<file path="config.mk">
export PLATFORM = sky130hd
export DESIGN_NAME = counter_scan_ctrl_flat
export DESIGN_NICKNAME = d
export VERILOG_FILES = /design/src/rtl/counter_scan_ctrl_pkg.sv /design/src/rtl/counter_scan_ctrl_if.sv /design/src/rtl/counter_scan_ctrl_shift_cnt.sv /design/src/rtl/counter_scan_ctrl.sv /design/src/flat_wrapper.sv
export SDC_FILE = /design/constraint.sdc
export NUM_CORES = 1
export LEC_CHECK = 0
export BUFFER_PORTS_ARGS = -buffer_cell sky130_fd_sc_hd__buf_2
export CELL_PAD_IN_SITES_DETAIL_PLACEMENT = 1
export CELL_PAD_IN_SITES_GLOBAL_PLACEMENT = 2
export CORE_UTILIZATION = 36
export DETAILED_ROUTE_END_ITERATION = 6
export GPL_ROUTABILITY_DRIVEN = 0
export HOLD_SLACK_MARGIN = 0.12
export PLACE_DENSITY = 0.79
export SYNTH_ARGS = -nofsm -noshare
export SYNTH_HDL_FRONTEND = slang
export SYNTH_HIERARCHICAL = 1
export SYNTH_SLANG_ARGS = --single-unit
</file>
<file path="constraint.sdc">
create_clock -name clk -period 4.65 [get_ports clk]
set_input_delay 0.2325 -clock clk [delete_from_list [all_inputs] [get_ports clk]]
set_output_delay 0.2325 -clock clk [all_outputs]
set_load 0.02 [all_outputs]
</file>
<file path="src/rtl/counter_scan_ctrl_pkg.sv">
// Shared types and constants for the scan-test sequencer.
package counter_scan_ctrl_pkg;

    localparam int unsigned CHAIN_LEN = 4;
    localparam int unsigned CNT_W     = 3;

    typedef enum logic [2:0] {
        ST_IDLE    = 3'd0,
        ST_LOAD    = 3'd1,
        ST_CAPTURE = 3'd2,
        ST_UNLOAD  = 3'd3,
        ST_DONE    = 3'd4
    } state_t;

    // Test parameters latched when a start is accepted.
    typedef struct packed {
        logic                 capture_dir;
        logic [CHAIN_LEN-1:0] expected;
    } scan_cfg_t;

endpackage

</file>
<file path="src/rtl/counter_scan_ctrl_if.sv">
// Register-side request/result signals plus the counter's scan pins.
interface counter_scan_ctrl_if;

    logic                                          start;
    logic                                          abort;
    logic [counter_scan_ctrl_pkg::CHAIN_LEN-1:0]   pattern_in;
    logic                                          capture_dir;
    logic [counter_scan_ctrl_pkg::CHAIN_LEN-1:0]   expected;
    logic                                          scan_so;
    logic                                          scan_se;
    logic                                          scan_si;
    logic                                          dut_enable;
    logic                                          dut_count_dir;
    logic                                          dut_reset;
    logic                                          busy;
    logic                                          done;
    logic                                          pass;
    logic [counter_scan_ctrl_pkg::CHAIN_LEN-1:0]   captured;

    // Sequencer side
    modport slave (
        input  start, abort, pattern_in, capture_dir, expected, scan_so,
        output scan_se, scan_si, dut_enable, dut_count_dir, dut_reset,
               busy, done, pass, captured
    );

    // Test host / counter side
    modport master (
        output start, abort, pattern_in, capture_dir, expected, scan_so,
        input  scan_se, scan_si, dut_enable, dut_count_dir, dut_reset,
               busy, done, pass, captured
    );

endinterface

</file>
<file path="src/rtl/counter_scan_ctrl_shift_cnt.sv">
// Loadable down-counter with zero flag; times the LOAD and UNLOAD phases.
module counter_scan_ctrl_shift_cnt #(
    parameter int unsigned CNT_W = 3
) (
    input  logic             clk,
    input  logic             reset,
    input  logic             load,
    input  logic [CNT_W-1:0] load_val,
    input  logic             dec,
    output logic             zero_c
);

    logic [CNT_W-1:0] cnt_q;

    // Load has priority; decrement saturates at zero.
    always_ff @(posedge clk or posedge reset) begin
        if (reset) begin
            cnt_q <= '0;
        end else if (load) begin
            cnt_q <= load_val;
        end else if (dec && (cnt_q != '0)) begin
            cnt_q <= cnt_q - CNT_W'(1);
        end
    end

    assign zero_c = (cnt_q == '0);

endmodule

</file>
<file path="src/rtl/counter_scan_ctrl.sv">
// Scan-test sequencer: LOAD pattern, CAPTURE one count edge, UNLOAD, compare.
module counter_scan_ctrl
    import counter_scan_ctrl_pkg::*;
(
    input  logic                clk,
    input  logic                reset,
    counter_scan_ctrl_if.slave  bus
);

    state_t               state_q, state_d;
    scan_cfg_t            cfg_q, cfg_d;
    logic [CHAIN_LEN-1:0] pat_q, pat_d;
    logic [CHAIN_LEN-1:0] cap_q, cap_d;
    logic                 pass_q, pass_d;
    logic                 se_q, se_d;
    logic                 si_q, si_d;
    logic                 en_q, en_d;
    logic                 dir_q, dir_d;
    logic                 drst_q, drst_d;
    logic                 busy_q, busy_d;
    logic                 done_q, done_d;

    logic                 cnt_load;
    logic [CNT_W-1:0]     cnt_load_val;
    logic                 cnt_dec;
    logic                 cnt_zero_c;

    counter_scan_ctrl_shift_cnt #(.CNT_W(CNT_W)) u_shift_cnt (
        .clk      (clk),
        .reset    (reset),
        .load     (cnt_load),
        .load_val (cnt_load_val),
        .dec      (cnt_dec),
        .zero_c   (cnt_zero_c)
    );

    // Next state and next registered outputs; outputs describe the state being entered.
    always_comb begin
        state_d      = state_q;
        cfg_d        = cfg_q;
        pat_d        = pat_q;
        cap_d        = cap_q;
        pass_d       = pass_q;
        se_d         = 1'b0;
        si_d         = 1'b0;
        en_d         = 1'b0;
        dir_d        = 1'b0;
        drst_d       = 1'b0;
        busy_d       = 1'b0;
        done_d       = 1'b0;
        cnt_load     = 1'b0;
        cnt_load_val = '0;
        cnt_dec      = 1'b0;

        if (bus.abort) begin
            // Abort beats start; only the counter reset pulse survives.
            state_d = ST_IDLE;
            drst_d  = 1'b1;
            if (state_q != ST_IDLE) begin
                pass_d = 1'b0;
            end
        end else begin
            unique case (state_q)
                ST_IDLE: begin
                    if (bus.start) begin
                        cfg_d.capture_dir = bus.capture_dir;
                        cfg_d.expected    = bus.expected;
                        pat_d             = bus.pattern_in;
                        cap_d             = '0;
                        pass_d            = 1'b0;
                        cnt_load          = 1'b1;
                        cnt_load_val      = CNT_W'(CHAIN_LEN - 1);
                        state_d           = ST_LOAD;
                        se_d              = 1'b1;
                        si_d              = bus.pattern_in[CHAIN_LEN-1];
                        busy_d            = 1'b1;
                    end
                end
                ST_LOAD: begin
                    busy_d = 1'b1;
                    if (cnt_zero_c) begin
                        state_d = ST_CAPTURE;
                        en_d    = 1'b1;
                        dir_d   = cfg_q.capture_dir;
                    end else begin
                        cnt_dec = 1'b1;
                        pat_d   = {pat_q[CHAIN_LEN-2:0], 1'b0};
                        se_d    = 1'b1;
                        si_d    = pat_q[CHAIN_LEN-2];
                    end
                end
                ST_CAPTURE: begin
                    state_d      = ST_UNLOAD;
                    busy_d       = 1'b1;
                    se_d         = 1'b1;
                    cnt_load     = 1'b1;
                    cnt_load_val = CNT_W'(CHAIN_LEN - 1);
                end
                ST_UNLOAD: begin
                    // Sample scan_so on the same edge the counter shifts.
                    cap_d = {cap_q[CHAIN_LEN-2:0], bus.scan_so};
                    if (cnt_zero_c) begin
                        state_d = ST_DONE;
                        done_d  = 1'b1;
                        pass_d  = (cap_d == cfg_q.expected);
                    end else begin
                        cnt_dec = 1'b1;
                        busy_d  = 1'b1;
                        se_d    = 1'b1;
                    end
                end
                ST_DONE: begin
                    state_d = ST_IDLE;
                end
                default: begin
                    state_d = ST_IDLE;
                end
            endcase
        end
    end

    // State and output registers.
    always_ff @(posedge clk or posedge reset) begin
        if (reset) begin
            state_q <= ST_IDLE;
            cfg_q   <= '0;
            pat_q   <= '0;
            cap_q   <= '0;
            pass_q  <= 1'b0;
            se_q    <= 1'b0;
            si_q    <= 1'b0;
            en_q    <= 1'b0;
            dir_q   <= 1'b0;
            drst_q  <= 1'b1;
            busy_q  <= 1'b0;
            done_q  <= 1'b0;
        end else begin
            state_q <= state_d;
            cfg_q   <= cfg_d;
            pat_q   <= pat_d;
            cap_q   <= cap_d;
            pass_q  <= pass_d;
            se_q    <= se_d;
            si_q    <= si_d;
            en_q    <= en_d;
            dir_q   <= dir_d;
            drst_q  <= drst_d;
            busy_q  <= busy_d;
            done_q  <= done_d;
        end
    end

    assign bus.scan_se       = se_q;
    assign bus.scan_si       = si_q;
    assign bus.dut_enable    = en_q;
    assign bus.dut_count_dir = dir_q;
    assign bus.dut_reset     = drst_q;
    assign bus.busy          = busy_q;
    assign bus.done          = done_q;
    assign bus.pass          = pass_q;
    assign bus.captured      = cap_q;

endmodule
</file>
<file path="src/flat_wrapper.sv">
// flat-port wrapper written by rule: the top's interface ports become plain ports
module counter_scan_ctrl_flat import counter_scan_ctrl_pkg::*;
  (clk, reset, bus_start, bus_abort, bus_pattern_in, bus_capture_dir, bus_expected, bus_scan_so, bus_scan_se, bus_scan_si, bus_dut_enable, bus_dut_count_dir, bus_dut_reset, bus_busy, bus_done, bus_pass, bus_captured);
  counter_scan_ctrl_if bus_i ();
  input  logic clk;
  input  logic reset;
  input wire logic [$bits(bus_i.start)-1:0] bus_start;
  input wire logic [$bits(bus_i.abort)-1:0] bus_abort;
  input wire logic [$bits(bus_i.pattern_in)-1:0] bus_pattern_in;
  input wire logic [$bits(bus_i.capture_dir)-1:0] bus_capture_dir;
  input wire logic [$bits(bus_i.expected)-1:0] bus_expected;
  input wire logic [$bits(bus_i.scan_so)-1:0] bus_scan_so;
  output wire logic [$bits(bus_i.scan_se)-1:0] bus_scan_se;
  output wire logic [$bits(bus_i.scan_si)-1:0] bus_scan_si;
  output wire logic [$bits(bus_i.dut_enable)-1:0] bus_dut_enable;
  output wire logic [$bits(bus_i.dut_count_dir)-1:0] bus_dut_count_dir;
  output wire logic [$bits(bus_i.dut_reset)-1:0] bus_dut_reset;
  output wire logic [$bits(bus_i.busy)-1:0] bus_busy;
  output wire logic [$bits(bus_i.done)-1:0] bus_done;
  output wire logic [$bits(bus_i.pass)-1:0] bus_pass;
  output wire logic [$bits(bus_i.captured)-1:0] bus_captured;
  assign bus_i.start = bus_start;
  assign bus_i.abort = bus_abort;
  assign bus_i.pattern_in = bus_pattern_in;
  assign bus_i.capture_dir = bus_capture_dir;
  assign bus_i.expected = bus_expected;
  assign bus_i.scan_so = bus_scan_so;
  assign bus_scan_se = bus_i.scan_se;
  assign bus_scan_si = bus_i.scan_si;
  assign bus_dut_enable = bus_i.dut_enable;
  assign bus_dut_count_dir = bus_i.dut_count_dir;
  assign bus_dut_reset = bus_i.dut_reset;
  assign bus_busy = bus_i.busy;
  assign bus_done = bus_i.done;
  assign bus_pass = bus_i.pass;
  assign bus_captured = bus_i.captured;
  counter_scan_ctrl u_core (.clk(clk), .reset(reset), .bus(bus_i));
endmodule
</file>
==> After elaboration in Yosys (flattened, before gate mapping) <==
Index checks and enable logic that the tools add are counted.
{ "word_totals": {"wordCells": 85, "output_inout_bits": 12, "inputBits": 14, "reg_bits": 26} }
{ "classes": {"n_mux": 43, "eq_ne": 10, "bitwise_logic": 1, "add_sub_neg": 1, "n_reduce_logical": 16} }
{ "op_table": {"columns": ["cell", "count"], "rows": [
  ["2-to-1 mux 3 bit", 9],
  ["2-to-1 mux 1 bit", 23],
  ["one-hot mux 3 bit (2 select lines)", 2],
  ["one-hot mux 3 bit (4 select lines)", 1],
  ["AND reduction 3 bit", 3],
  ["nonzero test 3 bit", 3],
  ["one-hot mux 4 bit (2 select lines)", 1],
  ["AND reduction 4 bit", 2],
  ["== test 3 x 2 -> 1 bit, second input constant", 2],
  ["zero test 3 bit", 2],
  ["inequality test 3 x 2 -> 1 bit, second input constant", 2],
  ["one-hot mux 1 bit (2 select lines)", 3],
  ["one-hot mux 1 bit (3 select lines)", 2],
  ["nonzero test 2 bit", 3],
  ["== test 4 bit", 1],
  ["2-to-1 mux 4 bit", 1],
  ["inequality test 2 bit, second input constant", 2],
  ["OR reduction 2 bit", 2],
  ["== test 3 x 1 -> 1 bit, second input constant", 1],
  ["inequality test 3 bit, second input constant", 1],
  ["subtractor 3 x 1 -> 3 bit, second input constant", 1],
  ["2-to-1 mux 2 bit", 1],
  ["inequality test 2 x 1 -> 1 bit, second input constant", 1],
  ["logical AND 1 bit", 1],
  ["inverter 1 bit", 1]
]} }

==> Depth between registers and ports, before layout <==
Gate-level depths: netlist of run 1.
{ "logic_depth": {"ltp_word": 7, "mapped_depth": 7, "mapped_depth_nobuf": 7} }

==> By module <==
Netlist of run 1, hierarchy kept.
{ "modules_own_cells": {"columns": ["mod", "area_each_um2", "cells_each", "instances"], "rows": [
  ["counter_scan_ctrl", 1052.3, 98, 1],
  ["counter_scan_ctrl_shift_cnt", 211.5, 20, 1]
]} }

==> Worst setup path before layout of run 1 <==
OpenSTA, ideal clock, no wires.
{ "synth_path": {"path_type": "register to register", "startpoint": "register u_core.state_q[2]", "endpoint": "register u_core.u_shift_cnt.cnt_q[0]", "arrival_time_ns": 1.634, "stages_incl_launch_ff": 6, "required_time_ns": 4.524, "path_slack_ns": 2.890, "path_cell_list": "dfrtp_1 or2_1 nor3_1 buf_6 and2b_4 a221o_1"} }
{ "synth_lines": {"columns": ["element", "line_no", "text"], "rows": [
  ["start, declared", "counter_scan_ctrl.sv:10", "state_t state_q, state_d;"],
  ["start signal, assigned", "counter_scan_ctrl.sv:138", "state_q <= state_d;"],
  ["== test 3 x 2 -> 1 bit / zero test 3 bit (equally long branches)", "counter_scan_ctrl.sv:63", "unique case (state_q)"],
  ["one-hot mux 1 bit (2 select lines) *", "counter_scan_ctrl.sv:63", null],
  ["2-to-1 mux 1 bit *", "counter_scan_ctrl.sv:55", "if (bus.abort) begin"],
  ["net u_core.cnt_load", "counter_scan_ctrl.sv:23", "logic cnt_load;"],
  ["2-to-1 mux 3 bit / nonzero test 2 bit (equally long branches)", null, null],
  ["end signal, assigned", "counter_scan_ctrl_shift_cnt.sv:20", "cnt_q <= load_val;"],
  ["end signal, assigned", "counter_scan_ctrl_shift_cnt.sv:22", "cnt_q <= cnt_q - CNT_W'(1);"],
  ["end, declared", "counter_scan_ctrl_shift_cnt.sv:13", "logic [CNT_W-1:0] cnt_q;"]
]} }
The timed path passes the listed nets; every way through them passes the cells marked *.
A chain may end at the register's enable or synchronous reset.

==> Worst setup path after layout of run 1 <==
{ "layout_path": {"startpoint": "input port bus_abort", "endpoint": "register u_core.u_shift_cnt.cnt_q[0]"} }
{ "layout_lines": {"columns": ["element", "line_no", "text"], "rows": [
  ["start, declared", "flat_wrapper.sv:8", "input wire logic [$bits(bus_i.abort)-1:0] bus_abort;"],
  ["2-to-1 mux 1 bit *", "counter_scan_ctrl.sv:55", null],
  ["net u_core.cnt_load", "counter_scan_ctrl.sv:23", null],
  ["2-to-1 mux 3 bit / nonzero test 2 bit (equally long branches)", null, null]
]} }
Marked as above.

==> results.sh, run 1 <==
export IMPL_firstDrtPassIters=4
export IMPL_drc=0
export IMPL_fin_worst_skew_ns=0.000821
export IMPL_die_h_um=61.2
export IMPL_yosysWarnings=6
export IMPL_total_power_mw=0.706
export IMPL_rsz0062_at_grt="false"
export IMPL_endpoint_kind="register"
export IMPL_grt_max_degree=24
export IMPL_post_cts_buffers=0
export IMPL_cts_root_buffer="clkbuf_4"
export IMPL_pwr_density_cell_mw_per_mm2=478
export IMPL_routed_wl_um=2570
export IMPL_grt_ovfl_total=0
export IMPL_numCtsBuffers=3
export IMPL_viasPerCell=4.79
export IMPL_slowest_stage="nor3_1"
export IMPL_period_needed_ns=2.38
export IMPL_leakagePower_nw=0.706
export IMPL_initial_core_util_pct=37.9
export IMPL_slew_headroom_pct=35.6
export IMPL_ant_nets=0
export IMPL_setup_viol=0
export IMPL_netlist_instances=118
export IMPL_postSynthAreaPerCell_um2=10.7
export IMPL_synth_fp_nets=134
export IMPL_place_hpwl_um=1900
export IMPL_yosysMostFrequentCell="dfrtp_1"
export IMPL_layout_drive_gt1_share_pct=29.5
export IMPL_critPathMaxFanout=11
export IMPL_port_buffers=25
export IMPL_die_area_mm2=0.00375
export IMPL_grt_use_total_pct=15.9
export IMPL_die_x_um=61.2
export IMPL_cts_buffer_depth=2
export IMPL_yosys_register_bits=26
export IMPL_wire_per_inst_um=13.4
export IMPL_dp_cells=185
export IMPL_clkSinkCount=26
export IMPL_synth_largest_area_cell="dfrtp_1"
export IMPL_post_route_period_util_pct=51.2
export IMPL_synth_edff_count=0
export IMPL_design_core_area_mm2=0.00334
export IMPL_slowest_delay_ns=0.78
export IMPL_fmax_mhz=420
export IMPL_hold_path_class="input port to register"
export IMPL_setup_slack_ns=2.27
export IMPL_ir_drop_v=0.000225
export IMPL_nets=163
export IMPL_syn_area_mm2=0.00126
export IMPL_h_tree_depth=1
export IMPL_ys_flop_type="dfrtp_1"
export IMPL_tritoncts="yes"
export IMPL_synth_area_leaders="dfrtp_1, nand2_1, mux2_2"
export IMPL_antenna_found_initial=0
export IMPL_instances_no_fill=192
export IMPL_crit_arrival_ns=2.60
export IMPL_dpl_cell_area_mm2=0.00141
export IMPL_first_global_vias=977
export IMPL_crit_chain="dlygate4sd3_1 > buf_2 > or2_1 > nor3_1 > and2b_4 > a221o_1"
export IMPL_synthArstFlopShare_pct=100
export IMPL_clkSlewWorstSetupHoldPaths_ns=0.14
export IMPL_final_core_utilization_pct=44.3
export IMPL_synth_cell_types=40
export IMPL_synth_common_cells="dfrtp_1, nand2_1, inv_1, o21ai_0, mux2_2"
export IMPL_ioPinCount=26
export IMPL_first_iter_violations=38
export IMPL_rows=21
export IMPL_cp_required_ns=4.87
export IMPL_vias=919
export IMPL_n_fill_cell=390
export IMPL_drv_slew=0
export IMPL_grt_pass1_wl_um=4290
export IMPL_ys_seq_area_share_pct=51.6
export IMPL_start_kind="input port"
export IMPL_area_delta_synth_final_pct=16.9
export IMPL_outcome="finished clean"
export IMPL_clk_latency_ns=0.31
export IMPL_worstMarginPinSlew_ns=0.959
export IMPL_fin_area_mm2=0.00148
export IMPL_drv_cap=0
export IMPL_yosys_area_top_type_share_pct=49.5
export IMPL_hold_viol=0
export IMPL_dpl_worst_slack_ns=2.45
export IMPL_critPathKind="input port to register"
export IMPL_hold_slack_ns=0.136
export IMPL_diodes=0
export IMPL_tns_ns=0
per-layer routing:
layer | wire length [µm] | share of wire (%) | global-route usage [%]
met5 | 0 | 0 | 0
met4 | 24 | 0.93 | 6.82
met3 | 63 | 2.4 | 1.89
met2 | 1280 | 50 | 26.6
met1 | 1210 | 47 | 21.0
final cells by class:
cell class / instances / area (µm²) / share of cell area, %
timing repair buffer: 28 / 155 / 10.5
tap: 46 / 57.6 / 3.89
inverter: 7 / 26.3 / 1.78
multi-input combinational: 81 / 551 / 37.3
sequential: 26 / 652 / 44.1
clock buffer: 4 / 36.3 / 2.46
power breakdown:
group | internal, mW | switching, mW
combinational | 0.118 | 0.138
sequential | 0.287 | 0.0497
clock | 0.0478 | 0.0671
logic make-up (layout without fill, tap and decap cells):
kind of cell | after synthesis | in the layout | synth area share [%]
AOI/OAI and AO/OA | 19 | 19 | 9.80
xor gates and xnor gates | 5 | 5 | 3.47
adders and majority gates | 2 | 2 | 1.98
buffers and inverters | 11 | 39 | 4.85
DFF | 26 | 26 | 51.6
muxes | 8 | 8 | 6.83
other | 1 | 1 | 0.297
and+or+nand+nor | 46 | 46 | 21.2
critical path: cells and delay by family:
family | cells | cell delay [ns]
AO/OA/AOI/OAI | 1 | 0.31
AND/OR/NAND/NOR | 3 | 1.32
buffers and inverters | 2 | 0.73
sequential cells by signal, summed over array words and instances, names as in the netlist, 3 cells and up:
name                      cells
u_core/bus.captured           4
u_core/cfg_q                  5
u_core/pat_q                  3
u_core/state_q                3
u_core/u_shift_cnt/cnt_q      3
final timing paths:
kind | from | to | slack, ns | depth (start not counted)
min in group asynchronous | reset | u_core/u_shift_cnt/cnt_q[2] | 0.31 | 3
worst min-delay path | bus_expected[1] | u_core/cfg_q[1] | 0.14 | 2
max in group asynchronous | reset | u_core/pat_q[1] | 3.45 | 3
worst min register to register | u_core/cfg_q[4] | u_core/bus.dut_count_dir | 0.50 | 1
worst max register to register | u_core/state_q[2] | u_core/u_shift_cnt/cnt_q[0] | 2.41 | 4
worst max-delay path | bus_abort | u_core/u_shift_cnt/cnt_q[0] | 2.27 | 6
cell usage in the layout, fill, tap and decap left out, types with 2 or more instances in the layout:
cell and count:
mux2i_1 3, xor2_1 2, nor2_4 2, dfrtp_1 25, a221o_1 3, inv_1 7
nor3_1 2, a21oi_1 3, nor2b_1 4, and2_1 2, xnor2_1 3, dlygate4sd3_1 3
nor2_1 4, o21ai_0 7, clkbuf_4 3, mux2_2 5, ha_1 2, buf_2 25
nand2_1 17, nor4b_1 3
what timing repair did:
item	4_1_cts	5_1_grt
hold buffers	2	1
hold endpoints to repair	4	1
gates resized for setup	0	0
No activity file was read; power rests on OpenSTA's default activity.
==> run 2, diff against run 1 <==
Settings changed: ABC_AREA set to 1, CORE_UTILIZATION 36 to 31, PLACE_DENSITY 0.79 to 0.75.
Clock period 4.65 ns to 2.35 ns, I/O delays scaled along.
==> run 2 against run 1 <==
Via count is 20% higher. Combinational power is 98% higher. Die area is 19% higher. Global-route usage is 0.56 points lower.
==> results.sh, run 2 <==
export IMPL_largest_reg_flops=5
export IMPL_tritoncts="yes"
export IMPL_layout_drive_gt1_share_pct=22.6
export IMPL_leakagePower_nw=0.900
export IMPL_clk_latency_ns=0.27
export IMPL_cts_root_buffer="clkbuf_8"
export IMPL_cp_startpoint="u_core/state_q[2]"
export IMPL_start_kind="register"
export IMPL_cp_required_ns=2.51
export IMPL_hold_path_class="input port to register"
export IMPL_vias=1106
export IMPL_dp_cells=236
export IMPL_synth_area_leaders="dfrtp_1, nand2_1, nand3_1"
export IMPL_design_core_area_mm2=0.00403
export IMPL_first_iter_violations=15
export IMPL_routed_wl_um=3040
export IMPL_syn_area_mm2=0.00131
export IMPL_clkSinkCount=26
export IMPL_final_common_cell="nand2_1"
export IMPL_clkSlewWorstSetupHoldPaths_ns=0.09
export IMPL_nets=216
export IMPL_slew_headroom_pct=38.8
export IMPL_critPathKind="register to register"
export IMPL_grt_ovfl_total=0
export IMPL_place_hpwl_um=2380
export IMPL_grt_use_met1_pct=18.2
export IMPL_rsz0062_at_grt="false"
export IMPL_hold_viol=0
export IMPL_port_buffers=25
export IMPL_yosysMostFrequentCell="nand2_1"
export IMPL_grt_use_total_pct=15.4
export IMPL_synth_fp_nets=179
export IMPL_postSynthAreaPerCell_um2=8.01
export IMPL_final_cell_mix="nand2_1, buf_2, dfrtp_1"
export IMPL_first_global_vias=1142
export IMPL_die_h_um=66.9
export IMPL_wire_per_inst_um=12.2
export IMPL_drv_cap=0
export IMPL_instances_no_fill=249
export IMPL_worstMarginPinSlew_ns=0.917
export IMPL_synth_edff_count=0
export IMPL_largest_register="u_core/cfg_q"
export IMPL_drc=0
export IMPL_setup_slack_ns=0.642
export IMPL_crit_arrival_ns=1.87
export IMPL_pwr_density_cell_mw_per_mm2=856
export IMPL_ys_seq_area_share_pct=50.0
export IMPL_yosys_area_top_type_share_pct=47.9
export IMPL_antenna_found_initial=0
export IMPL_ant_nets=0
export IMPL_die_area_mm2=0.00447
export IMPL_cts_buffer_depth=2
export IMPL_drv_slew=0
export IMPL_netlist_instances=163
export IMPL_grt_max_degree=24
export IMPL_numCtsBuffers=3
export IMPL_die_x_um=66.9
export IMPL_firstDrtPassIters=4
export IMPL_yosys_register_bits=26
export IMPL_grt_pass1_wl_um=5060
export IMPL_synth_largest_area_cell="dfrtp_1"
export IMPL_diodes=0
export IMPL_ys_flop_type="dfrtp_1"
export IMPL_fmax_mhz=585
export IMPL_h_tree_depth=1
export IMPL_viasPerCell=4.44
export IMPL_rr_startpoint="u_core/state_q[2]"
export IMPL_setup_viol=0
export IMPL_dpl_worst_slack_ns=0.628
export IMPL_total_power_mw=1.38
export IMPL_met3_usage_pct=2.57
export IMPL_hp_start="bus_scan_so"
export IMPL_rows=23
export IMPL_yosysWarnings=6
export IMPL_tns_ns=0
export IMPL_area_delta_synth_final_pct=23.5
export IMPL_synthArstFlopShare_pct=100
export IMPL_grt_busiest_layer="met2"
export IMPL_fin_worst_skew_ns=0.00289
export IMPL_period_needed_ns=1.71
export IMPL_synth_cell_types=22
export IMPL_ir_drop_v=0.000332
export IMPL_grt_use_met2_pct=27.9
export IMPL_initial_core_util_pct=32.4
export IMPL_critPathMaxFanout=9
export IMPL_synth_common_cells="nand2_1, dfrtp_1, inv_1"
export IMPL_post_cts_buffers=0
export IMPL_post_route_period_util_pct=72.7
export IMPL_outcome="finished clean"
export IMPL_ioPinCount=26
export IMPL_final_core_utilization_pct=40.0
export IMPL_endpoint_kind="register"
==> run 2: cell families (layout without fill, tap and decap cells) <==
logic type / count (synthesis) / count (layout) / synth area share [%]
buffers and inverters: 26 / 62 / 8.15
other: 1 / 1 / 0.287
adders and majority gates: 2 / 2 / 1.92
DFF: 26 / 26 / 50.0
AOI/OAI and AO/OA: 15 / 15 / 5.94
xor gates and xnor gates: 2 / 2 / 1.34
and+or+nand+nor: 91 / 91 / 32.4
==> run 2: report_power, final <==
group          internal [mW]  total [mW]  switching, mW  leakage [nW]
sequential             0.556       0.615         0.0598         0.338
clock                  0.121       0.258          0.137        0.0228
combinational          0.177       0.506          0.329         0.539
total                  0.854        1.38          0.526         0.900
==> run 2: critical path: stages (launching register included) <==
cell	delay [ns]
dfrtp_1	0.43
nor2_2	0.22
o21ai_0	0.16
nor2_1	0.41
o21ai_0	0.22
nand2_1	0.11
nand2_1	0.06
==> run 2: cell type report <==
cell class | count | area, µm²
clock buffers | 4 | 45.0
well taps | 50 | 62.6
repair buffers | 34 | 215
fillers | 515 | 2420
inverters | 24 | 90.1
flip-flops and latches | 26 | 652
multi-input cells | 111 | 547
==> run 2: repair_timing <==
action	4_1_cts	5_1_grt
endpoints found under the hold margin	33	0
hold buffers	9	0
resized for setup	0	0
==> run 2: layer usage <==
metal  vias to the layer above  routed length (µm)
li1                        570                   -
met1                       523                1420
met2                        11                1520
met3                         2                  71
met4                         0                  25
met5                         -                   0
==> run 2: worst paths after layout <==
| path | endpoint | slack, ns | depth (start not counted) |
|---|---|---|---|
| setup / recovery | u_core/u_shift_cnt/cnt_q[1] | 0.64 | 6 |
| hold / removal | u_core/bus.captured[0] | 0.14 | 3 |
| setup reg to reg | u_core/u_shift_cnt/cnt_q[1] | 0.64 | 6 |
| hold reg to reg | u_core/bus.pass | 0.48 | 2 |
| max in group asynchronous | u_core/state_q[1] | 1.20 | 3 |
| min in group asynchronous | u_core/u_shift_cnt/cnt_q[2] | 0.25 | 3 |
==> run 2: through the flow <==
stage	hold slack [ns]	area, µm²
2_1_floorplan	-0.129	1310
3_3_place_gp	-0.00218	1480
3_5_place_dp	-0.00418	1480
4_1_cts	0.134	1610
5_1_grt	0.171	1610
6_report	0.135	1610
